`src/rtl/mc_control_fsm.sv`:
```
// ---------------------------------------------------------------------------
// mc_control_fsm
//   Main control unit of the multicycle RISC-V core. A Moore FSM steps each
//   instruction through FETCH / DECODE / EXECUTE / MEM / WRITEBACK, using the
//   IR opcode to choose a path. It drives the 16-bit Control_word consumed
//   unchanged by Data_Path. mem_ready stretches the memory states: FETCH,
//   MEMRD and MEMWR wait until the memory completes its access.
//
//   Control_word bit map:
//     [15] PCWrite   [14] PCWriteCond [13] IorD      [12] MemRead
//     [11] MemWrite  [10] IRWrite     [9]  MemtoReg  [8:7] PCSource
//     [6:5] ALUOp    [4:3] ALUSrcB    [2]  ALUSrcA   [1]  RegWrite
//     [0]  RegDst
//
//   Optional feature macro: MC_TRAP_EN
//     Defined   : an unknown opcode in DECODE enters HALT and sets the
//                 sticky 'illegal' flag. Only reset leaves HALT.
//     Undefined : an unknown opcode is treated as a NOP and the FSM returns
//                 to FETCH. 'illegal' is tied low.
// ---------------------------------------------------------------------------
module mc_control_fsm (
  input  logic        clk,
  input  logic        reset,
  input  logic [6:0]  Opcode,
  input  logic        mem_ready,
  output logic [15:0] Control_word,
  output logic [3:0]  state,
  output logic        illegal
);

  localparam logic [6:0] OP_R     = 7'h33;
  localparam logic [6:0] OP_I     = 7'h13;
  localparam logic [6:0] OP_LOAD  = 7'h03;
  localparam logic [6:0] OP_STORE = 7'h23;
  localparam logic [6:0] OP_BR    = 7'h63;

  // Per-state control words. FETCH has a second form that it drives while
  // it waits for memory: PCWrite and IRWrite are dropped, so the PC and the
  // IR do not change until the fetched word is actually available.
  localparam logic [15:0] CW_FETCH      = 16'h9408;
  localparam logic [15:0] CW_FETCH_WAIT = 16'h1008;
  localparam logic [15:0] CW_DECODE     = 16'h0018;
  localparam logic [15:0] CW_MEMADR     = 16'h0014;
  localparam logic [15:0] CW_MEMRD      = 16'h3000;
  localparam logic [15:0] CW_MEMWB      = 16'h0202;
  localparam logic [15:0] CW_MEMWR      = 16'h2800;
  localparam logic [15:0] CW_EXEC_R     = 16'h0044;
  localparam logic [15:0] CW_EXEC_I     = 16'h0074;
  localparam logic [15:0] CW_RWB        = 16'h0003;
  localparam logic [15:0] CW_BRANCH     = 16'h40A4;
  localparam logic [15:0] CW_IDLE       = 16'h0000;

  typedef enum logic [3:0] {
    S_FETCH  = 4'd0,
    S_DECODE = 4'd1,
    S_MEMADR = 4'd2,
    S_MEMRD  = 4'd3,
    S_MEMWB  = 4'd4,
    S_MEMWR  = 4'd5,
    S_EXEC_R = 4'd6,
    S_EXEC_I = 4'd7,
    S_RWB    = 4'd8,
    S_BRANCH = 4'd9,
    S_HALT   = 4'd10
  } state_e;

  state_e state_q, state_d;

  // State register: reset is synchronous, so every state returns to FETCH
  // on the next rising edge while reset is high.
  always_ff @(posedge clk) begin
    // NOTE: state registers use non-blocking (<=) assignments so that every
    // flop samples its value from before the edge, whatever order the
    // processes run in.
    if (reset) state_q <= S_FETCH;
    else       state_q <= state_d;
  end

  // Next-state decode and Moore outputs. Control_word depends only on the
  // current state and mem_ready, never on Opcode.
  always_comb begin
    // NOTE: both outputs get a default before the case statement, so no
    // path leaves them unassigned and no latch is inferred.
    state_d      = S_FETCH;
    Control_word = CW_IDLE;
    unique case (state_q)
      S_FETCH: begin
        Control_word = mem_ready ? CW_FETCH : CW_FETCH_WAIT;
        state_d      = mem_ready ? S_DECODE : S_FETCH;
      end
      S_DECODE: begin
        Control_word = CW_DECODE;
        if (Opcode == OP_LOAD || Opcode == OP_STORE) state_d = S_MEMADR;
        else if (Opcode == OP_R)                     state_d = S_EXEC_R;
        else if (Opcode == OP_I)                     state_d = S_EXEC_I;
        else if (Opcode == OP_BR)                    state_d = S_BRANCH;
        else begin
`ifdef MC_TRAP_EN
          state_d = S_HALT;
`else
          // Unknown opcode acts as a NOP: the PC was already advanced in FETCH.
          state_d = S_FETCH;
`endif
        end
      end
      S_MEMADR: begin
        // The IR holds Opcode stable, so it is decoded a second time here
        // to choose between the load path and the store path.
        Control_word = CW_MEMADR;
        if (Opcode == OP_LOAD)       state_d = S_MEMRD;
        else if (Opcode == OP_STORE) state_d = S_MEMWR;
        else                         state_d = S_FETCH;
      end
      S_MEMRD: begin
        Control_word = CW_MEMRD;
        state_d      = mem_ready ? S_MEMWB : S_MEMRD;
      end
      S_MEMWB: begin
        Control_word = CW_MEMWB;
        state_d      = S_FETCH;
      end
      S_MEMWR: begin
        // MemWrite stays high for every cycle until memory accepts the write.
        Control_word = CW_MEMWR;
        state_d      = mem_ready ? S_FETCH : S_MEMWR;
      end
      S_EXEC_R: begin
        Control_word = CW_EXEC_R;
        state_d      = S_RWB;
      end
      S_EXEC_I: begin
        Control_word = CW_EXEC_I;
        state_d      = S_RWB;
      end
      S_RWB: begin
        Control_word = CW_RWB;
        state_d      = S_FETCH;
      end
      S_BRANCH: begin
        Control_word = CW_BRANCH;
        state_d      = S_FETCH;
      end
      S_HALT: begin
        Control_word = CW_IDLE;
`ifdef MC_TRAP_EN
        state_d = S_HALT;
`else
        state_d = S_FETCH;
`endif
      end
      default: begin
        // Codes 11-15 are unused. Recover to FETCH with every strobe off.
        Control_word = CW_IDLE;
        state_d      = S_FETCH;
      end
    endcase
  end

  assign state = state_q;

`ifdef MC_TRAP_EN
  logic illegal_q;

  // Sticky illegal-opcode flag. It is set on the DECODE->HALT transition
  // and only reset clears it.
  always_ff @(posedge clk) begin
    if (reset)                                           illegal_q <= 1'b0;
    else if (state_q == S_DECODE && state_d == S_HALT)   illegal_q <= 1'b1;
  end

  assign illegal = illegal_q;
`else
  assign illegal = 1'b0;
`endif

endmodule

```
`config.mk`:
```
export PLATFORM = sky130hd
export DESIGN_NAME = mc_control_fsm
export DESIGN_NICKNAME = d
export VERILOG_FILES = /design/src/rtl/mc_control_fsm.sv
export SDC_FILE = /design/constraint.sdc
export NUM_CORES = 1
export LEC_CHECK = 0
export CELL_PAD_IN_SITES_DETAIL_PLACEMENT = 2
export CELL_PAD_IN_SITES_GLOBAL_PLACEMENT = 2
export CORE_ASPECT_RATIO = 1.5
export CORE_UTILIZATION = 17
export CTS_CLUSTER_SIZE = 24
export DETAILED_ROUTE_END_ITERATION = 16
export GPL_TIMING_DRIVEN = 0
export PLACE_DENSITY_LB_ADDON = 0.1
export SLEW_MARGIN = 15
export SYNTH_ARGS = -nofsm -noshare
export SYNTH_HDL_FRONTEND = slang
export SYNTH_SLANG_ARGS = --single-unit
```
`constraint.sdc`:
```
create_clock -name clk -period 1.12 [get_ports clk]
set_input_delay 0.168 -clock clk [delete_from_list [all_inputs] [get_ports clk]]
set_output_delay 0.168 -clock clk [all_outputs]
set_load 0.005 [all_outputs]
```
==> results of run 1 <==
stage by stage:
stage | power (mW) | setup slack (ns) | std cells | TNS, ns
6_report | 0.6416 | -0.3904 | 172 | -4.738
5_1_grt | 0.6808 | -0.4372 | 172 | -5.730
4_1_cts | 0.6370 | -0.3862 | 165 | -4.954
3_5_place_dp | 0.2955 | -0.7159 | 138 | -9.130
3_3_place_gp | 0.2929 | -0.6834 | 138 | -8.971
2_1_floorplan | 0.2182 | -0.03659 | 70 | -0.07714
area by class of cell:
cell class                      instances  share of cell area (%)
Tap cell                               40                   3.735
Multi-Input combinational cell         55                   40.90
Timing Repair Buffer                   60                   37.16
Clock buffer                            3                   3.081
Inverter                                2                  0.5602
Sequential cell                         4                   6.909
Buffer                                  8                   7.656
Yosys cell counts, types with 2 or more instances:
library cell	n	area [um^2]
a21o_1	2	15.01
a21oi_1	3	15.01
a31oi_1	2	12.51
and3b_1	3	26.28
and4bb_2	2	25.02
buf_4	5	37.54
buf_6	4	45.04
dfxtp_1	4	80.08
inv_1	2	7.510
nand2b_1	2	12.51
nand4_1	2	12.51
nor2_1	7	26.28
nor2b_1	3	18.77
nor3_1	4	20.02
nor3b_1	3	22.52
o31ai_1	2	15.01
what timing repair did:
action / 4_1_cts / 5_1_grt
pin swaps: 15 / 10
setup buffers: 25 / 9
cloned: 0 / 0
gates resized for setup: 105 / 14
hold buffers: 0 / 0
setup endpoints to repair: 23 / 21
per-layer routing:
metal / wire, um / vias to the layer above
li1: - / 371
met1: 1036 / 386
met3: 106 / 4
met5: 0 / -
met4: 50 / 0
met2: 1734 / 27
logic make-up (layout without fill, tap and decap cells):
kind of cell	after synthesis	count (layout)	synth area share [%]
compound gates	13	13	16.10
xor+xnor	2	2	3.175
buf+inv	11	73	16.33
flops	4	4	14.51
other cells	1	2	0.6796
simple gates	38	38	49.21
worst max-delay path: cells and delay by family, from the launching register on:
| kind | cells | cell delay [ns] |
|---|---|---|
| flip-flops | 1 | 0.33 |
| AND/OR/NAND/NOR | 2 | 0.51 |
| buffers and inverters | 2 | 0.28 |
power breakdown:
part           switching [mW]  internal [mW]
combinational          0.0861          0.118
clock                  0.0650          0.228
sequential            0.00353          0.140
worst max path at each step:
stage | from | endpoint | cells after the start
after floorplan | state[2] | Control_word[15] | 5
after global placement | mem_ready | Control_word[15] | 5
after detailed placement | mem_ready | Control_word[15] | 5
after CTS | state[2] | Control_word[4] | 7
after global routing | state[1] | Control_word[12] | 4
final | state[1] | Control_word[12] | 4
==> flow_summary.toml, run 1 <==
[min_path]
hold_path_depth = 4
hold_path_end = "state[1]"
worstHoldStart = "Opcode[6]"
min_path_type = "in2reg"

[worst_setup_path]
crit_fanout = 6
slowest_stage = "dfxtp_2"
cp-end-kind = "output pin"
startpoint_type = "flop"
r2r-end = "state[0]"
r2r_cells = 6
r2r_setup_slack_ns = -0.23
max_stage_delay_ns = 0.33
cp_cell_sequence = "buf_6 -> and2b_2 -> nor4_4 -> buf_2"
rr_startpoint = "state[1]"
critPathKind = "reg2out"
required_ns = 0.95
arrival_ns = 1.34

[cells_and_area]
final_util_pct = 42.84
seq_area_um2 = 92.59
syn_to_final_growth_pct = 142.9
final_common_cell = "buf_4"
nNetsFinal = 144
antenna_cells = 0
nFillCells = 334
design_area_um2 = 1340
multi_input_area_um2 = 548.0
final_cell_mix = "buf_4, buf_6, buf_2, clkdlybuf4s50_1"
largest_reg_flops = 4
drive_gt1_share_pct = 68.18

[synth]
yosysWarnings = 0
synth_edf_count = 0
syn_inst = 69
synthFlopType = "dfxtp_1"
syn_area_um2 = 551.8
synthArstFlopShare_pct = 0
synthDistinctLibCells = 35
avgSynthCellArea_um2 = 7.997
ys_ff_latch = 4
synth_seq_area_share_pct = 14.51

[detailed_routing]
drtIter0Drc = 6
drcViolationCount = 0
vias_per_cell = 4.581
wl_per_cell_um = 17.02
wirelength_um = 2928
ant_nets = 0
vias = 788
firstDrtPassIters = 4

[run_status]
status = "finished, violations left"
violations = "setup timing"

[timing]
skew_ns = 0.002394
layout_setup_ws_ns = -0.3904
setup_viol = 20
hold-worst-slack_ns = 0.5684
period_share_pct = 134.9
maxSlewViolCount = 0
period_needed_ns = 1.510
rsz0062_at_grt = "yes"
hold_violations = 0
fmax_mhz = 662.1

[clock_network]
cts_buffer_depth = 2
cts-root-buf = "clkbuf_8"
clk_pin_slew_ns = 0.03
cts_tree = "done"
cts_inserted_buffers = 3
clock_sinks = 4
htreeDepth = 1
clock_latency_ns = 0.21

[placement]
dpl.hpwl_um = 1549
gp_congestion = 0.7368
io_buffers = 28
dpl_cell_area_um2 = 913.4

[floorplan]
ios = 31
rows = 25
die_w_um = 48.52
die_h_um = 71.78
dieArea_um2 = 3482
initial_core_util_pct = 17.64
coreArea_um2 = 3128

[global_route]
grt_pass1_vias = 829
grt_usage_pct = 15.83
use_met3_pct = 1.911
grt-ovfl-total = 0
grt_pass1_wl_um = 4167
grt-busiest-layer = "met2"
antenna_found_initial = 0
gr-usage-met1_pct = 15.39
grtUsageMet2_pct = 34.74
grt_max_degree = 11

[power_and_ir_drop]
max-vdd-ir-drop_v = 0.0004358
leakage_nw = 0.6188
powerDensity_nw_per_um2 = 478.8

[flow_run]
max_cap_violations = 0
Note: power is estimated with default switching activity, not from simulation.
==> run 2: changes to the inputs <==
--- a/config.mk
+++ b/config.mk
@@ -11,6 +11,7 @@
 export CORE_UTILIZATION = 17
 export CTS_CLUSTER_SIZE = 24
 export DETAILED_ROUTE_END_ITERATION = 16
+export GPL_ROUTABILITY_DRIVEN = 0
 export GPL_TIMING_DRIVEN = 0
 export PLACE_DENSITY_LB_ADDON = 0.1
 export SLEW_MARGIN = 15
==> results of run 2 <==
The final DEF is identical to that of run 1; final timing and power are the same.
